===== src/rtl/adder_arbiter_pkg.sv =====
// adder_arbiter_pkg: shared sizes and FSM encoding for the arbitrated adder
package adder_arbiter_pkg;
  localparam int NUM_REQ = 4;
  localparam int WIDTH = 64;
  localparam int ID_W = 2;
  typedef enum logic [1:0] {IDLE, EXEC, DONE} state_t;
endpackage


===== src/rtl/adder_arbiter_cla.sv =====
// cla_64bit: carry-lookahead adder, 4-bit lookahead groups chained by group generate/propagate
module cla_64bit
  import adder_arbiter_pkg::*;
(
  input  logic [WIDTH-1:0] a_i,
  input  logic [WIDTH-1:0] b_i,
  input  logic             cin_i,
  output logic [WIDTH-1:0] s_o,
  output logic             overflow_o
);
  logic [WIDTH-1:0] g, p;
  logic [WIDTH:0] c;
  logic [WIDTH/4:0] cg;
  logic [WIDTH/4-1:0] gg, pg;
  always_comb begin
    g = a_i & b_i;
    p = a_i ^ b_i;
    gg = '0;
    pg = '0;
    cg = '0;
    c = '0;
    cg[0] = cin_i;
    for (int k = 0; k < WIDTH/4; k++) begin
      gg[k] = g[4*k+3] | (p[4*k+3] & g[4*k+2]) | (p[4*k+3] & p[4*k+2] & g[4*k+1])
            | (p[4*k+3] & p[4*k+2] & p[4*k+1] & g[4*k]);
      pg[k] = &p[4*k +: 4];
      cg[k+1] = gg[k] | (pg[k] & cg[k]);
      c[4*k] = cg[k];
      for (int j = 0; j < 3; j++)
        c[4*k+j+1] = g[4*k+j] | (p[4*k+j] & c[4*k+j]);
    end
    c[WIDTH] = cg[WIDTH/4];
  end
  assign s_o = p ^ c[WIDTH-1:0];
  // signed overflow: carry into the sign bit differs from carry out of it
  assign overflow_o = c[WIDTH] ^ c[WIDTH-1];
endmodule


===== src/rtl/adder_arbiter.sv =====
// adder_arbiter: round-robin arbiter feeding one registered add/sub pipeline slot
module adder_arbiter #(
  parameter int NUM_REQ = adder_arbiter_pkg::NUM_REQ,
  parameter int WIDTH = adder_arbiter_pkg::WIDTH
) (
  input  logic                             clk,
  input  logic                             rst,
  input  logic [NUM_REQ-1:0]               in_req_valid,
  output logic [NUM_REQ-1:0]               out_req_ready,
  input  logic [NUM_REQ*WIDTH-1:0]         in_a,
  input  logic [NUM_REQ*WIDTH-1:0]         in_b,
  input  logic [NUM_REQ-1:0]               in_sub,
  input  logic [NUM_REQ-1:0]               in_carry,
  output logic                             out_valid,
  input  logic                             in_ready,
  output logic [WIDTH-1:0]                 out_s,
  output logic                             out_overflow,
  output logic [adder_arbiter_pkg::ID_W-1:0] out_id
);
  import adder_arbiter_pkg::*;
  state_t state_q, state_d;
  logic [ID_W-1:0] ptr_q, ptr_d, id_q, gnt_id, cand;
  logic [WIDTH-1:0] a_q, b_q, sum;
  logic cin_q, ovf, gnt_any, slot_free, xfer;
  always_comb begin
    gnt_any = 1'b0;
    gnt_id = '0;
    cand = '0;
    // scan from farthest to nearest so the first valid at/after the pointer wins
    for (int o = NUM_REQ-1; o >= 0; o--) begin
      cand = ptr_q + ID_W'(o);
      if (in_req_valid[cand]) begin
        gnt_any = 1'b1;
        gnt_id = cand;
      end
    end
  end
  assign slot_free = (state_q == IDLE) || (state_q == DONE && in_ready);
  assign xfer = slot_free && gnt_any && !rst;
  assign out_req_ready = xfer ? NUM_REQ'(1) << gnt_id : '0;
  assign out_valid = (state_q == DONE);
  always_comb begin
    state_d = xfer ? EXEC
            : (state_q == EXEC) ? DONE
            : (state_q == DONE && in_ready) ? IDLE : state_q;
    ptr_d = xfer ? gnt_id + ID_W'(1) : ptr_q;
  end
  always_ff @(posedge clk or posedge rst)
    if (rst) begin
      state_q <= IDLE;
      ptr_q <= '0;
      a_q <= '0;
      b_q <= '0;
      cin_q <= 1'b0;
      id_q <= '0;
      out_s <= '0;
      out_overflow <= 1'b0;
      out_id <= '0;
    end else begin
      state_q <= state_d;
      ptr_q <= ptr_d;
      if (xfer) begin
        a_q <= in_a[gnt_id*WIDTH +: WIDTH];
        b_q <= in_b[gnt_id*WIDTH +: WIDTH] ^ {WIDTH{in_sub[gnt_id]}};
        cin_q <= in_carry[gnt_id] ^ in_sub[gnt_id];
        id_q <= gnt_id;
      end
      if (state_q == EXEC) begin
        out_s <= sum;
        out_overflow <= ovf;
        out_id <= id_q;
      end
    end
  cla_64bit u_cla (
    .a_i(a_q),
    .b_i(b_q),
    .cin_i(cin_q),
    .s_o(sum),
    .overflow_o(ovf)
  );
endmodule

===== config.mk =====
export PLATFORM = sky130hd
export DESIGN_NAME = adder_arbiter
export DESIGN_NICKNAME = d
export VERILOG_FILES = /design/src/rtl/adder_arbiter_pkg.sv /design/src/rtl/adder_arbiter_cla.sv /design/src/rtl/adder_arbiter.sv
export SDC_FILE = /design/constraint.sdc
export NUM_CORES = 1
export LEC_CHECK = 0
export ABC_AREA = 1
export CAP_MARGIN = 25
export CORE_AREA = 2 2 230 232
export DETAILED_ROUTE_END_ITERATION = 7
export DIE_AREA = 0 0 232 234
export SETUP_SLACK_MARGIN = 0.1
export SLEW_MARGIN = 0
export SYNTH_ARGS = -nofsm -noshare
export SYNTH_HDL_FRONTEND = slang
export SYNTH_SLANG_ARGS = --single-unit

===== constraint.sdc =====
create_clock -name clk -period 6.88 [get_ports clk]
set_input_delay 1.72 -clock clk [delete_from_list [all_inputs] [get_ports clk]]
set_output_delay 1.72 -clock clk [all_outputs]
set_load 0.05 [all_outputs]

==> After elaboration in Yosys (flattened, before gate mapping) <==
Cells that the tools add are included.
Widths: inputs -> output; s select.
{ "op_classes": {"addsub": 4, "n_lt_le_gt_ge": 5, "n_eq_ne": 2, "n_shift": 3, "muxes": 24, "n_bitwise": 262, "n_reduce_logical": 23} }
{ "op_table": {"columns": ["op", "n"], "rows": [
  ["$shiftx 256x9->64", 2],
  ["$xor 64x64->64", 3],
  ["$and 1x1->1", 144],
  ["$or 1x1->1", 112],
  ["$and 64x64->64", 1],
  ["$reduce_and 4->1", 16],
  ["$lt 2x3->1 const B", 5],
  ["$mux 2", 7],
  ["$bmux 1 s2", 6],
  ["$mux 1", 10],
  ["$add 2x1->2 const B", 2],
  ["$add 2x2->2 const B", 2],
  ["$mux 4", 1],
  ["$shl 1x2->4 const A", 1],
  ["$logic_and 1x1->1", 3],
  ["$reduce_bool 3->1", 1],
  ["$eq 2x1->1 const B", 1],
  ["$eq 2x2->1 const B", 1],
  ["$logic_not 2->1", 1],
  ["$xor 1x1->1", 2],
  ["$logic_not 1->1", 1],
  ["$logic_or 1x1->1", 1]
]} }
{ "totals": {"ff_bits": 202, "in_bits": 527, "out_inout_bits": 72, "word_cells": 332} }

==> Depth between registers and ports, before layout <==
{ "logic_depth": {"word_depth": 41, "mapped_depth": 40} }

==> Modules after synthesis <==
Synthesis repeated with hierarchy kept, for this count alone.
{ "unflattened": {"hier_cells": 2994, "hier_area_um2": 19067.0} }
{ "by_module_without_submodules": {"columns": ["mod", "n_inst", "cells_per_inst", "area_each_um2", "seq_area_each_um2"], "rows": [
  ["adder_arbiter", 1, 2698, 16334.4, 5054.8],
  ["cla_64bit", 1, 296, 2732.6, 0.0]
]} }

==> Worst setup path before layout <==
OpenSTA, ideal clock, no wires.
{ "synth_timing": {"kind": "input-to-output", "startpoint": "in in_req_valid[2]", "endpoint": "out out_req_ready[3]", "t_arrival_ns": 4.153, "required_ns": 5.160, "path_slack_ns": 1.007, "path_stages": 13, "path_buffers": 3, "cell_sequence": "inv_1 -> o21ai_1 -> nand2_1 -> o21ai_1 -> o31ai_1 -> o21ai_0 -> a21oi_1 -> clkbuf_1 -> clkbuf_1 -> buf_2 -> ha_1 -> inv_1 -> nor2_1"} }
{ "synth_lines": {"columns": ["item", "line_no", "rtl"], "rows": [
  ["start: declaration", "adder_arbiter.sv:8", "input logic [NUM_REQ-1:0] in_req_valid,"],
  ["$bmux 1 s2", "adder_arbiter.sv:32", "if (in_req_valid[cand]) begin"],
  ["$mux 1 (not written as such)", "adder_arbiter.sv:32", null],
  ["$mux 2 (3 in a row)", "adder_arbiter.sv:32", null],
  ["$mux 2 *", "adder_arbiter.sv:32", null],
  ["named net gnt_id[1]", "adder_arbiter.sv:22", "logic [ID_W-1:0] ptr_q, ptr_d, id_q, gnt_id, cand;"],
  ["$shl 1x2->4 *", "adder_arbiter.sv:40", "assign out_req_ready = xfer ? NUM_REQ'(1) << gnt_id : '0;"],
  ["$mux 4 *", "adder_arbiter.sv:40", null],
  ["end: declaration", "adder_arbiter.sv:9", "output logic [NUM_REQ-1:0] out_req_ready,"]
]} }
Mark *: on every way through the listed nets, which the timed path passes. The rest lies on a longest branch. The select of a mux whose other input is x is not followed.

==> Worst setup path in the final report <==
{ "layout_timing": {"startpoint": "in in_req_valid[0]", "endpoint": "out out_req_ready[2]"} }
{ "layout_via": {"elab_chain_len": 9} }
{ "layout_lines": {"columns": ["item", "line_no", "rtl"], "rows": [
  ["$bmux 1 s2", "adder_arbiter.sv:32", null],
  ["$mux 1 (not written as such)", "adder_arbiter.sv:32", null],
  ["$mux 1 (4 in a row)", "adder_arbiter.sv:32", null],
  ["$logic_and 1x1->1 (2 in a row)", "adder_arbiter.sv:39", "assign xfer = slot_free && gnt_any && !rst;"],
  ["$mux 4 *", "adder_arbiter.sv:40", null]
]} }
Mark *: on every way between the ends. The rest lies on a longest branch, timed or not. The select of a mux whose other input is x is not followed.

==> out/results.tsv <==
stage	metric	value	unit
placed_design	Place WS	1.05	ns
floorplan	Die X	232	µm
cts	Longest Clk Path Bufs	3	
logic_synthesis	Seq/Total Area, Yosys	35.1	%
grt	Remaining Overflow, GRT	0	
cts	post-CTS sizing	0	
routing	Pre-antenna DRT Iters	5	
worst_setup_path	crit path cell chain	clkdlybuf4s50_1, or2_1, o21ai_1, or2_1, o21ai_1, inv_1, a21oi_1, or2_1, nand2_4, inv_8, ha_1, inv_1, nor2_1, buf_12	
worst_setup_path	startpoint types	input port	
sta	Tmin final	5.83	ns
cts	H-Tree Depth	1	
placed_design	Post-DP HPWL	41300	µm
finish	Register Area	0.00505	mm²
power_and_ir_drop	Cell Pwr Density	154	mW/mm²
floorplan	die area	0.0543	mm²
grt	initial antenna violation count	3	
finish	share of post-route cells with drive strength above 1	4.52	%
grt	largest net degree at the start of global routing	100	
finish	fin util	42.1	%
sta	Final Max Slew Viols	0	
finish	Synth-to-Final Area Change	52.2	%
sta	Max Fclk	0.172	GHz
finish	commonest cells after routing, fill and taps aside	594 x clkdlybuf4s50_1, 582 x nand2_1, 202 x dfrtp_1	
cts	Reg clk slew, reported paths	0.05	ns
grt	vias in the first global route	14949	
cts	Setup Fix Bufs, Post-CTS	0	
logic_synthesis	Distinct cells, synth	32	
finish	Final Non-Filler Cells	3125	
grt	total global-route track usage	19.1	%
placed_design	I/O Buffers	598	
logic_synthesis	post-synth net total	2545	
floorplan	Initial Util	27.7	%
cts	hold_buf cts	0	
sta	period utilization	84.7	%
worst_setup_path	CP required	5.16	ns
finish	area occupied by multi-input gates	0.00865	mm²
power_and_ir_drop	VDD IR max	142	µV
finish	commonest non-fill, non-tap cell in the layout	clkdlybuf4s50_1	
routing	DR vias	15024	
floorplan	Die H	234	µm
finish	final net count	3057	
cts	CTS Buf Count	26	
floorplan	core area	0.0520	mm²
status	status	completed	
logic_synthesis	Synth area leaders	dfrtp_1 35%, nand2_1 15%, fa_1 6.7%, ha_1 5.9%, nor2_1 5.2%	
worst_setup_path	Crit path top cell by count	or2_1	
logic_synthesis	post-synth top area share	35.1	%
power_and_ir_drop	Total Power	3.38	mW
run	max cap viols	0	
sta	Final Hold Viols	0	
cts	Root Buffer Master	clkbuf_16	
sta	slew margin rel.	32.6	%
sta	RSZ-0062 raised after global routing	no	
worst_setup_path	CP Buf/Inv Count	5	
logic_synthesis	Yosys top cell by area	dfrtp_1	
logic_synthesis	post-synthesis cell count	1902	
routing	Wirelength per Cell	17.2	µm
sta	Setup TNS	0	ns
logic_synthesis	YS warnings	0	
cts	clk sinks	202	
worst_setup_path	WP data arrival	4.11	ns
worst_setup_path	nature of the critical path endpoint	primary output	
worst_setup_path	slowest stage delay, CP	0.47	ns
sta	setup ws final	1.05	ns
worst_setup_path	CP Class	input port to primary output	
finish	FILL cells	5165	
cts	CTS tree	built	
floorplan	row count	84	
power_and_ir_drop	Leak	10.0	nW
logic_synthesis	mapped cell area	0.0144	mm²
placed_design	Routability Congestion	0.870	
routing	Routed Antenna Nets	0	
grt	first-pass GRT wire length	82800	µm
sta	Worst Skew	0.0198	ns
floorplan	I/O pins	599	
sta	final setup vio count	0	
routing	First DRT Iteration DRCs	903	
worst_setup_path	CP max stage cell	clkdlybuf4s50_1	
routing	vias per cell	4.81	
placed_design	cell count after placement	3074	
logic_synthesis	post-synthesis sequential element count	202	
min_path	Worst Hold Class	register to register	
logic_synthesis	Post-Syn Area per Cell	7.57	µm²
worst_setup_path	critical path fanouts, max	32	
routing	Post-Route WL	53800	µm
sta	Worst-Margin Slew	1.01	ns
worst_setup_path	critical path's top delay family	buffers and inverters	
routing	number of remaining DRC errors	0	
cts	clock latency at the later pin of the worst-skew pair	0.54	ns
==> per-stage QoR <==
| stage | cell area [µm²] | hold WS [ns] |
|---|---|---|
| global placement | 20900 | 0.453 |
| CTS | 21900 | 0.472 |
| global route | 21900 | 0.492 |
| finish | 21900 | 0.468 |
| floorplan | 14400 | 0.457 |
| detailed placement | 21000 | 0.458 |
==> cells in the mapped netlist <==
master    number
nand2_1      583
dfrtp_1      202
nor2_1       201
o21ai_0      149
a21oi_1      133
clkbuf_1      93
xor2_1        69
ha_1          68
o31ai_1       61
o21ai_1       54
fa_1          48
inv_1         41
o32ai_1       36
buf_2         33
o22ai_1       33
nand2_2       28
nand3_1       13
xnor2_1       13
a41oi_1        7
a221o_1        6
a31oi_1        6
buf_1          6
inv_2          5
buf_4          3
or2_1          3
nor3_1         2
a32o_1         1
and3_1         1
mux2i_1        1
nand4_1        1
nor2_2         1
o21bai_1       1
==> sequential cells by signal, summed over array words and instances, names as in the netlist <==
name          flops
out_overflow      1
out_s            64
b_q              64
ptr_q             2
a_q              64
cin_q             1
state_q           2
out_id            2
id_q              2
==> area by class of cell <==
| cell class | instances | share of cell area, % |
|---|---|---|
| diodes | 3 | 0.0343 |
| repair buffers | 619 | 28.3 |
| inverters | 46 | 0.885 |
| clock inverters | 9 | 0.663 |
| clock buffers | 39 | 3.66 |
| multi-input cells | 1519 | 39.5 |
| well taps | 688 | 3.93 |
| flip-flops and latches | 202 | 23.1 |
==> cell families after synthesis <==
group                      Yosys count  share of synthesized area [%]
DFF                                202                           35.1
AOI/OAI and AO/OA                  487                           19.7
adders and majority gates          116                           12.6
xor gates and xnor gates            82                           4.99
buffers and inverters              181                           5.08
muxes                                1                         0.0695
and+or+nand+nor                    833                           22.4
==> path summary, 6_finish.rpt <==
path	to	startpoint	slack, ns	cells past startpoint
worst max register to register	out_overflow$_DFFE_PP0P_	a_q[3]$_DFFE_PP0P_	2.09	40
worst min register to register	out_s[41]$_DFFE_PP0P_	out_s[41]$_DFFE_PP0P_	0.47	2
worst max-delay path	out_req_ready[2]	in_req_valid[0]	1.05	14
worst min-delay path	out_s[41]$_DFFE_PP0P_	out_s[41]$_DFFE_PP0P_	0.47	2
min in group asynchronous	state_q[0]$_DFFE_PP0P_	rst	1.57	2
max in group asynchronous	b_q[38]$_DFFE_PP0P_	rst	4.20	3
==> worst register-to-register path: cells and delay by family, from the launching register on <==
kind,cells,cell delay (ns)
buf+inv,1,0.08
flops,1,0.41
simple gates,35,2.58
fa+ha+maj,4,1.61
==> report_power, final <==
| part | internal [mW] | switching, mW | total [mW] |
|---|---|---|---|
| sequential | 1.19 | 0 | 1.19 |
| combinational | 0.386 | 0.326 | 0.711 |
| clock | 0.948 | 0.534 | 1.48 |
| total | 2.52 | 0.860 | 3.38 |
==> routing by layer <==
| layer | part of all wire (%) | routed length, µm | track usage, % |
|---|---|---|---|
| met1 | 41 | 22200 | 23.6 |
| met2 | 50 | 27000 | 34.1 |
| met3 | 6.2 | 3330 | 3.56 |
| met4 | 2.3 | 1260 | 4.93 |
| met5 | 0.050 | 27 | 0 |
Power figures use the tool's default switching activity.
